===== config.mk =====
export PLATFORM = sky130hd
export DESIGN_NAME = instruction_fetch
export DESIGN_NICKNAME = d
export VERILOG_FILES = /design/src/rtl/instruction_fetch_pkg.sv /design/src/rtl/instruction_fetch_program_counter.sv /design/src/rtl/instruction_fetch.sv
export SDC_FILE = /design/constraint.sdc
export NUM_CORES = 1
export LEC_CHECK = 0
export BUFFER_PORTS_ARGS = -buffer_cell sky130_fd_sc_hd__buf_4
export CAP_MARGIN = 15
export CORE_MARGIN = 2
export CORE_UTILIZATION = 42
export DETAILED_ROUTE_END_ITERATION = 10
export GPL_TIMING_DRIVEN = 0
export PLACE_DENSITY = 0.82
export SYNTH_ARGS = -nofsm -noshare
export SYNTH_HDL_FRONTEND = slang
export SYNTH_SLANG_ARGS = --single-unit

===== constraint.sdc =====
create_clock -name clock -period 2.2 [get_ports clock]
set_clock_uncertainty 0.2 [all_clocks]
set_input_delay 0.55 -clock clock [delete_from_list [all_inputs] [get_ports clock]]
set_output_delay 0.55 -clock clock [all_outputs]
set_load 0.005 [all_outputs]

===== src/rtl/instruction_fetch_pkg.sv =====
`default_nettype none
// ============================================================================
// Module      : instruction_fetch_pkg
// Description : Shared fetch-stage definitions: FSM state encoding and
//               parameter defaults used by the fetch unit and its PC register.
// Revision    : 1.0 - initial release
// ============================================================================
package instruction_fetch_pkg;

  // Fetch sequencer states, 2-bit encoding
  typedef enum logic [1:0] {
    ST_IDLE = 2'd0,
    ST_REQ  = 2'd1,
    ST_LOAD = 2'd2
  } fetch_state_t;

  localparam int          DEF_ADDR_WIDTH = 16;
  localparam int          DEF_DATA_WIDTH = 16;
  localparam int          DEF_WAIT_LIMIT = 15;
  localparam logic [15:0] DEF_RESET_PC   = 16'h0000;

endpackage : instruction_fetch_pkg
`default_nettype wire


===== src/rtl/instruction_fetch_program_counter.sv =====
`default_nettype none
// ============================================================================
// Module      : instruction_fetch_program_counter
// Description : Program counter register with absolute load and increment.
//               Load takes priority over increment; increment wraps modulo
//               2^ADDR_WIDTH.
// Revision    : 1.0 - initial release
// ============================================================================
module instruction_fetch_program_counter #(
  parameter int                    ADDR_WIDTH = 16,
  parameter logic [ADDR_WIDTH-1:0] RESET_PC   = '0
) (
  input  logic                  clock,
  input  logic                  notReset,
  input  logic                  load,
  input  logic                  inc,
  input  logic [ADDR_WIDTH-1:0] load_value,
  output logic [ADDR_WIDTH-1:0] pc
);

  // PC register: async reset, jump load wins over post-increment
  always_ff @(posedge clock or negedge notReset) begin
    if (!notReset) begin
      pc <= RESET_PC;
    end else if (load) begin
      pc <= load_value;
    end else if (inc) begin
      pc <= pc + ADDR_WIDTH'(1);
    end
  end

endmodule : instruction_fetch_program_counter
`default_nettype wire


===== src/rtl/instruction_fetch.sv =====
`default_nettype none
// ============================================================================
// Module      : instruction_fetch
// Description : Fetch stage feeding the instruction register. Performs a
//               req/ack memory read at the PC, strobes the word into the IR
//               with a one-cycle active-low load, then post-increments the PC.
//               A read that is not acknowledged within WAIT_LIMIT cycles sets
//               a sticky fault and abandons the fetch.
// Revision    : 1.0 - initial release
// ============================================================================
module instruction_fetch
  import instruction_fetch_pkg::*;
#(
  parameter int                    ADDR_WIDTH = DEF_ADDR_WIDTH,
  parameter int                    DATA_WIDTH = DEF_DATA_WIDTH,
  parameter logic [ADDR_WIDTH-1:0] RESET_PC   = ADDR_WIDTH'(DEF_RESET_PC),
  parameter int                    WAIT_LIMIT = DEF_WAIT_LIMIT
) (
  input  logic                  clock,
  input  logic                  notReset,
  input  logic                  start,
  input  logic                  jump,
  input  logic [ADDR_WIDTH-1:0] jumpAddr,
  output logic [ADDR_WIDTH-1:0] memAddr,
  output logic                  memReq,
  input  logic                  memAck,
  input  logic [DATA_WIDTH-1:0] memData,
  output logic [DATA_WIDTH-1:0] irData,
  output logic                  irNotLoad,
  output logic [ADDR_WIDTH-1:0] pc,
  output logic                  busy,
  output logic                  done,
  output logic                  fault
);

  localparam int                 CNT_W    = $clog2(WAIT_LIMIT + 1);
  // Last REQ cycle index at which a missing ack still counts as "waiting"
  localparam logic [CNT_W-1:0]   CNT_LAST = CNT_W'(WAIT_LIMIT - 1);

  fetch_state_t     state;
  fetch_state_t     next_state;
  logic [CNT_W-1:0] wait_count;
  logic             pc_load;
  logic             pc_inc;
  logic             accept;
  logic             capture;
  logic             timeout;

  instruction_fetch_program_counter #(
    .ADDR_WIDTH (ADDR_WIDTH),
    .RESET_PC   (RESET_PC)
  ) u_pc (
    .clock      (clock),
    .notReset   (notReset),
    .load       (pc_load),
    .inc        (pc_inc),
    .load_value (jumpAddr),
    .pc         (pc)
  );

  // State register; async reset drops memReq immediately mid-fetch
  always_ff @(posedge clock or negedge notReset) begin
    if (!notReset) begin
      state <= ST_IDLE;
    end else begin
      state <= next_state;
    end
  end

  // Next-state and control decode; ack is checked before the timeout so an
  // ack on the final allowed cycle is still accepted
  always_comb begin
    next_state = state;
    pc_load    = 1'b0;
    pc_inc     = 1'b0;
    accept     = 1'b0;
    capture    = 1'b0;
    timeout    = 1'b0;
    case (state)
      ST_IDLE: begin
        pc_load = jump;
        if (start) begin
          accept     = 1'b1;
          next_state = ST_REQ;
        end
      end
      ST_REQ: begin
        if (memAck) begin
          capture    = 1'b1;
          next_state = ST_LOAD;
        end else if (wait_count == CNT_LAST) begin
          timeout    = 1'b1;
          next_state = ST_IDLE;
        end
      end
      ST_LOAD: begin
        pc_inc     = 1'b1;
        next_state = ST_IDLE;
      end
      default: next_state = ST_IDLE;
    endcase
  end

  // Wait counter, captured instruction word and sticky fault flag
  always_ff @(posedge clock or negedge notReset) begin
    if (!notReset) begin
      wait_count <= '0;
      irData     <= '0;
      fault      <= 1'b0;
    end else begin
      if (accept) begin
        wait_count <= '0;
        fault      <= 1'b0;
      end else if (state == ST_REQ && !memAck && !timeout) begin
        wait_count <= wait_count + CNT_W'(1);
      end
      if (timeout) begin
        fault <= 1'b1;
      end
      if (capture) begin
        irData <= memData;
      end
    end
  end

  // Outputs decoded from registered state only
  assign memAddr   = pc;
  assign memReq    = (state == ST_REQ);
  assign irNotLoad = (state != ST_LOAD);
  assign done      = (state == ST_LOAD);
  assign busy      = (state != ST_IDLE);

endmodule : instruction_fetch
`default_nettype wire


==> results_dict.tcl, run 1 <==
set metrics [dict create \
    drive_above_1_share 0.502 \
    reg2reg_from "state[0]" \
    wl_um 4460 \
    area_growth_syn_to_layout_pct 43.1 \
    synthAdderAreaFrac 0.0190 \
    cts_sinks 39 \
    startpoint_type "flop" \
    grt_max_degree 40 \
    synthMuxAreaShare 0.0963 \
    period_share 0.967 \
    diodes 0 \
    drtAntennaViolNets 0 \
    vias_per_cell 5.06 \
    clock.fmax_mhz 470 \
    synth_simple_gate_area_frac 0.206 \
    fp.dieH_um 72.6 \
    synthXorXnorAreaFrac 0.0488 \
    cp.arrival_ps 2150 \
    syn_inst 187 \
    dieArea_sq_mm 0.00527 \
    via_count 1704 \
    grt_pass1_vias 1665 \
    hold_slack_ps 14.6 \
    ctsHoldBuffers 0 \
    ys_ff_latch 39 \
    setup_viol 0 \
    p_leak_uw 0.00139 \
    ir_drop_mv 0.778 \
    startpoint "state[0]" \
    rows 24 \
    drv_slew 0 \
    dp_hpwl_um 3420 \
    antenna_found_initial 0 \
    outcome "finished, final reports clean" \
    syn-num-nets 227 \
    finalNetCount 324 \
    ys_warn_count 0 \
    cts_tree "done" \
    drtPass1Iterations 4 \
    postPlaceCellArea_sq_mm 0.00271 \
    ios 90 \
    hold_path_class "input port to async pin" \
    clkTransAtPathRegs_ps 70 \
    hold_viol 0 \
    numPortBuffers 89 \
    track_usage 0.180 \
    slew_headroom 0.673 \
    layout_commonest_cell "buf_4" \
    total_power_uw 3370 \
    drt_iter0_markers 48 \
    period_minus_slack_ps 2130 \
    overflow 0 \
    grt_pass1_wl_um 7330 \
    cts.htree.levels 2 \
    postSynthAreaPerCell_sq_um 10.6 \
    timing.critical_path.to_type "flop" \
    cts_buffer_depth 2 \
    cp_cell_sequence "nand3b_4 > or4_4 > or4_1 > a31oi_1" \
    synth_cell_type_count 36 \
    path_max_fanout 8 \
    slowest_stage "or4_4" \
    ys_seq_area_frac 0.494 \
    clk_latency_ps 290 \
    place_congestion 0.728 \
    cp.required_ps 2220 \
    cts_root_buf "clkbuf_8" \
    design.core.area_sq_mm 0.00444 \
    synth_top_family_by_area "simple AND/OR/NAND/NOR gates" \
    cts-buffers-inserted 5 \
    synth_compound_gate_area_share 0.0551 \
    design_area_sq_mm 0.00283 \
    dieWidth_um 72.6 \
    p_per_area_mw_per_mm2 1190 \
    path_class "flop to flop" \
    start_util 0.444 \
    final_cell_mix "buf_4, dfrtp_1, nand2_1" \
    worst_pin_slew_ps 490 \
    synth_area_sq_mm 0.00197 \
    path_buf_inv 0 \
    drc 0 \
    cp_top_family "simple AND/OR/NAND/NOR gates" \
    cpPeakStageDelay_ps 530 \
    rsz0062_at_grt "no" \
    drv_cap 0 \
    wire_per_inst_um 13.2 \
]
==> layer usage <==
| layer | vias up | part of all wire | track usage | routed length [um] |
|---|---|---|---|---|
| met1 | 805 | 0.39 | 0.202 | 1730 |
| li1 | 825 | - | - | - |
| met3 | 5 | 0.10 | 0.0681 | 445 |
| met2 | 69 | 0.50 | 0.316 | 2220 |
| met4 | 0 | 0.014 | 0.0556 | 61 |
| met5 | - | 0 | 0 | 0 |
==> registers in the layout, indices dropped and copies added, names as in the netlist <==
name	count
wait_count	4
fault	1
state	2
irData	16
u_pc.pc	16
==> power by group <==
part | leakage, uW | switching, uW | total (uW) | internal, uW
clock | 0.0000515 | 240 | 526 | 286
sequential | 0.000471 | 327 | 1350 | 1030
combinational | 0.000871 | 513 | 1490 | 979
==> Yosys cell counts (all sizes together) <==
cell    instances  area (sq um)
buf            17           125
mux2           16           180
o31ai           1          7.51
nand3b          1          20.0
nand2b          1          6.26
mux2i           1          10.0
nand3           9          45.0
inv             5          18.8
a22oi           1          7.51
nand2          26          97.6
nor3            4          20.0
nor2            6          22.5
xor2            6          52.6
xnor2           5          43.8
and4b           1          11.3
a31oi           1          6.26
and2b           1          8.76
and2            2          12.5
nor3b           2          15.0
ha              3          37.5
or4             6          50.1
and3            4          25.0
dfrtp          39           976
o21ai          11          55.1
or3b            2          17.5
o211ai          2          15.0
clkbuf          4          15.0
nor4bb          1          10.0
nand4           5          31.3
or2b            1          7.51
nor4            1          6.26
a211o           2          17.5
==> cell type report <==
cell class	instances	area, sq um
buffer	21	141
timing repair buffer	90	676
inverter	5	18.8
sequential	39	982
clock buffer	8	100
tap	52	65.1
fill	391	1620
multi-input combinational	122	842
==> worst paths after layout <==
| check | to | slack [ps] | depth (start not counted) |
|---|---|---|---|
| setup / recovery | u_pc.pc[15] | 70 | 4 |
| hold / removal | u_pc.pc[12] | 10 | 1 |
| setup reg to reg | u_pc.pc[15] | 70 | 4 |
| hold reg to reg | fault | 300 | 2 |
| max in group asynchronous | u_pc.pc[4] | 1420 | 1 |
| min in group clock | u_pc.pc[9] | 250 | 3 |
==> through the flow <==
step	setup TNS (ps)	worst slack [ps]	std cells	util
after global placement	0	14.1	328	0.609
final	0	73.1	337	0.636
after detailed placement	-12.7	-12.7	328	0.609
after floorplan	0	146	187	-
after global routing	0	0.215	337	0.636
after CTS	0	15.9	337	0.633
==> what timing repair did <==
action,in CTS,in global routing
buffers inserted,1,0
setup endpoints to repair,1,8
pin swaps,1,1
resized for setup,0,8
==> cells by family (layout without fill, tap and decap cells) <==
| kind of cell | count (synthesis) | in the layout |
|---|---|---|
| xor gates and xnor gates | 11 | 11 |
| DFF | 39 | 39 |
| adders and majority gates | 3 | 3 |
| buffers and inverters | 26 | 124 |
| muxes | 17 | 17 |
| and+or+nand+nor | 73 | 73 |
| AOI/OAI and AO/OA | 18 | 18 |
Note: power is estimated with default switching activity, not from simulation.
==> run 2: changes to the inputs <==
--- a/config.mk
+++ b/config.mk
@@ -11,6 +11,7 @@
 export CORE_UTILIZATION = 42
 export DETAILED_ROUTE_END_ITERATION = 10
 export GPL_TIMING_DRIVEN = 0
+export MAX_ROUTING_LAYER = met4
 export PLACE_DENSITY = 0.82
 export SYNTH_ARGS = -nofsm -noshare
 export SYNTH_HDL_FRONTEND = slang
==> run 2 against run 1 <==
Compared with the run above: utilization did not move; sequential cell count unchanged; sequential power barely moved; sequential share of layout area unchanged; power about the same; clock-buffer cell count is the same; worst setup slack lost 1.6 ps; combinational power about the same.
==> results_dict.tcl, run 2 (synthesis results as in run 1) <==
set metrics [dict create \
    outcome "finished, final reports clean" \
    clk_latency_ps 290 \
    path_class "flop to flop" \
    startpoint_type "flop" \
    antenna_found_initial 0 \
    drtPass1Iterations 4 \
    cts_buffer_depth 2 \
    layout_commonest_cell "buf_4" \
    fillers 391 \
    area_growth_syn_to_layout_pct 43.1 \
    cts_sinks 39 \
    diodes 0 \
    postLayoutCoreUtil 0.636 \
    top_regs "irData x16, u_pc.pc x16, wait_count x4" \
    drv_cap 0 \
    path_max_fanout 8 \
    finalNetCount 324 \
    vias_per_cell 5.07 \
    via_count 1707 \
    hold_viol 0 \
    ctsHoldBuffers 0 \
    cts_root_buf "clkbuf_8" \
    multi_input_area_sq_um 842 \
    drv_slew 0 \
    rsz0062_at_grt "no" \
    track_usage 0.186 \
    wire_per_inst_um 13.3 \
    design.core.area_sq_mm 0.00444 \
    ios 90 \
    drt_iter0_markers 45 \
    drive_above_1_share 0.502 \
    clock.fmax_mhz 470 \
    p_per_area_mw_per_mm2 1190 \
    ir_drop_mv 0.783 \
    start_util 0.444 \
    clkTransAtPathRegs_ps 70 \
    cts-buffers-inserted 5 \
    grt_pass1_vias 1663 \
    grt_pass1_wl_um 7360 \
    hold_slack_ps 14.4 \
    cts_tree "done" \
    slew_headroom 0.672 \
    cp.required_ps 2220 \
    hold_path_class "input port to async pin" \
    drc 0 \
    fp.dieH_um 72.6 \
    setup_viol 0 \
    setup_tns_ps 0 \
    grt_max_degree 40 \
    timing.critical_path.to_type "flop" \
    dieArea_sq_mm 0.00527 \
    period_share 0.968 \
    numPortBuffers 89 \
    total_power_uw 3370 \
    drtAntennaViolNets 0 \
    cts.htree.levels 2 \
    wl_um 4480 \
    worst_pin_slew_ps 491 \
    overflow 0 \
    register_area_sq_um 982 \
    cp.arrival_ps 2150 \
    rows 24 \
    p_leak_uw 0.00139 \
    dieWidth_um 72.6 \
    place_congestion 0.737 \
    dp_hpwl_um 3420 \
    final_cell_mix "buf_4, dfrtp_1, nand2_1" \
    period_minus_slack_ps 2130 \
]
[run 2: repair_timing]
action / 4_1_cts / 5_1_grt
endpoints found under the hold margin: 0 / 0
endpoints found under the setup margin: 1 / 8
pin swaps: 1 / 1
resized for setup: 0 / 8
setup buffers: 1 / 0
[run 2: where the power goes]
part           switching [uW]  internal (uW)  leakage [uW]
registers                 326           1030      0.000471
logic                     513            979      0.000871
clock network             243            286     0.0000515
[run 2: worst paths after layout]
kind / cells after the start / slack (ps) / endpoint / startpoint
setup / recovery: 4 / 70 / u_pc.pc[15] / state[0]
hold / removal: 1 / 10 / u_pc.pc[12] / notReset
setup reg to reg: 4 / 70 / u_pc.pc[15] / state[0]
hold reg to reg: 2 / 300 / fault / fault
max in group asynchronous: 1 / 1420 / u_pc.pc[4] / notReset
min in group clock: 3 / 250 / u_pc.pc[9] / jumpAddr[9]
[run 2: layout make-up]
class,count,share of cell area
Clock buffer,8,0.0354
Buffer,21,0.0500
Tap cell,52,0.0230
Inverter,5,0.00664
Sequential cell,39,0.348
Timing Repair Buffer,90,0.239
Multi-Input combinational cell,122,0.298
[run 2: layer usage]
layer	share of wire	routed length [um]	global-route usage	up-vias
li1	-	-	-	824
met1	0.41	1820	0.214	809
met2	0.50	2220	0.315	69
met3	0.084	374	0.0514	5
met4	0.013	60	0.0556	0
met5	0	0	-	-
[run 2: critical path: stages (launching register included)]
cell	delay, ps
dfrtp_1	440
nand3b_4	220
or4_4	530
or4_1	510
a31oi_1	170
[run 2: stage by stage]
step | std cells | worst slack [ps] | instance area [sq um]
after floorplan | 187 | 146 | 1970
after global placement | 328 | 14.1 | 2710
after detailed placement | 328 | -12.7 | 2710
after CTS | 337 | 15.9 | 2820
after global routing | 337 | 0.215 | 2830
final | 337 | 71.5 | 2830
==> run 3: changes to the inputs <==
--- a/config.mk
+++ b/config.mk
@@ -13,6 +13,7 @@
 export GPL_TIMING_DRIVEN = 0
 export MAX_ROUTING_LAYER = met4
 export PLACE_DENSITY = 0.82
+export REMOVE_ABC_BUFFERS = 1
 export SYNTH_ARGS = -nofsm -noshare
 export SYNTH_HDL_FRONTEND = slang
 export SYNTH_SLANG_ARGS = --single-unit
==> run 3 against run 2 <==
Compared with the run above: clock power increased by 8.7%; sequential share of layout area increased by 1.5 points; routed wire length decreased by 5.6%; register-to-register slack about the same; die area unchanged; sequential power about the same; largest cell class unchanged.
==> results_dict.tcl, run 3 (synthesis results as in run 1) <==
set metrics [dict create \
    worst_pin_slew_ps 779 \
    sequentialPowerShare 0.417 \
    postLayoutCoreUtil 0.610 \
    drtAntennaViolNets 0 \
    wl_um 4220 \
    cp_top_family "simple AND/OR/NAND/NOR gates" \
    multi_input_area_sq_um 845 \
    path_buf_inv 0 \
    clkPwrFrac 0.178 \
    post-place-ws_ps -20.6 \
    cts_buffer_depth 2 \
    track_usage 0.175 \
    highest_layer "met4" \
    register_area_sq_um 983 \
    ios 90 \
    drv_cap 0 \
    path_max_fanout 8 \
    clkTransAtPathRegs_ps 80 \
    p_comb_frac 0.405 \
    grt_pass1_wl_um 6980 \
    dp.cells 308 \
    startpoint_type "flop" \
    finalNetCount 305 \
    instances_no_fill 317 \
    fp.dieH_um 72.6 \
    slew_headroom 0.479 \
    drtPass1Iterations 4 \
    rsz0062_at_grt "no" \
    p_per_area_mw_per_mm2 1190 \
    top_regs "irData x16, u_pc.pc x16, wait_count x4" \
    cts_root_buf "clkbuf_8" \
    grt_max_degree 40 \
    outcome "finished, final reports clean" \
    drc 0 \
    overflow 0 \
    dieWidth_um 72.6 \
    cts_sinks 39 \
    wl_met2_um 2040 \
    hold_viol 0 \
    timing.critical_path.to_type "flop" \
    via_count 1644 \
    ctsHoldBuffers 0 \
    ir_drop_mv 0.713 \
    setup_viol 0 \
    cp.required_ps 2220 \
    drive_above_1_share 0.479 \
    power_switching_share 0.321 \
    period_share 0.973 \
    diodes 0 \
    fillers 385 \
    rows 24 \
    dieArea_sq_mm 0.00527 \
    start_util 0.444 \
    cpPeakStageDelay_ps 520 \
    hold_path_class "input port to async pin" \
    drv_slew 0 \
    m1WireLength_um 1750 \
    clk_latency_ps 290 \
    final_cell_mix "buf_4, dfrtp_1, nand2_1" \
    cts.htree.levels 2 \
    area_growth_syn_to_layout_pct 37.2 \
    path_class "flop to flop" \
    wire_per_inst_um 13.3 \
    cp_cell_sequence "nand3b_4 > or4_4 > or4_1 > a31oi_1" \
    cp.arrival_ps 2160 \
    numPortBuffers 89 \
    cts_tree "done" \
    p_leak_uw 0.00131 \
    design.core.area_sq_mm 0.00444 \
    wl_met3_um 367 \
    p_switching_uw 1040 \
    layout_commonest_cell "buf_4" \
    antenna_found_initial 0 \
    grt_pass1_vias 1656 \
    cts-buffers-inserted 5 \
    fin_ws_ps 59.0 \
    drt_iter0_markers 70 \
    dp_hpwl_um 3130 \
    place_congestion 0.800 \
    period_minus_slack_ps 2140 \
    slowest_stage "or4_4" \
    p_int_uw 2190 \
    vias_per_cell 5.19 \
    clock.fmax_mhz 467 \
]
-- run 3: repair_timing --
action / 4_1_cts / 5_1_grt
gates resized for setup: 0 / 6
endpoints found under the setup margin: 2 / 5
pin swaps: 1 / 0
setup buffers: 2 / 0
-- run 3: final timing paths --
path / endpoint / depth (start not counted) / slack (ps) / start
min in group clock: u_pc.pc[9] / 3 / 240 / jumpAddr[9]
hold reg to reg: fault / 2 / 290 / fault
setup reg to reg: u_pc.pc[15] / 4 / 60 / state[0]
hold / removal: u_pc.pc[10] / 1 / 20 / notReset
setup / recovery: u_pc.pc[15] / 4 / 60 / state[0]
max in group asynchronous: state[1] / 1 / 1410 / notReset
-- run 3: power groups by stage --
stage                     sequential (uW)  clock [uW]  combinational, uW
final                                1350         575               1310
after detailed placement             1350           0               1320
after floorplan                      1340           0                471
after global routing                 1410         620               1430
after CTS                            1340         596               1330
after global placement               1330           0               1280
-- run 3: routing by layer --
metal  vias up  track usage
met2        70        0.300
met3         8       0.0556
met1       772        0.189
met5         -            -
li1        794            -
met4         0       0.0658
-- run 3: layout make-up --
cell class                      count  area share
Multi-Input combinational cell    122       0.312
Inverter                            5     0.00693
Sequential cell                    39       0.363
Timing Repair Buffer               92       0.256
Clock inverter                      1      0.0111
Tap cell                           52      0.0240
Clock buffer                        6      0.0268
-- run 3: metrics by stage --
step | area (sq um) | setup TNS [ps] | hold WS (ps) | power (uW)
after detailed placement | 2580 | -24.4 | 277 | 2670
after floorplan | 1830 | -6510 | 54.4 | 1820
after CTS | 2700 | 0 | 33.5 | 3260
after global placement | 2570 | -18250 | 270 | 2610
final | 2710 | 0 | 16.1 | 3230
after global routing | 2710 | 0 | 56.9 | 3460
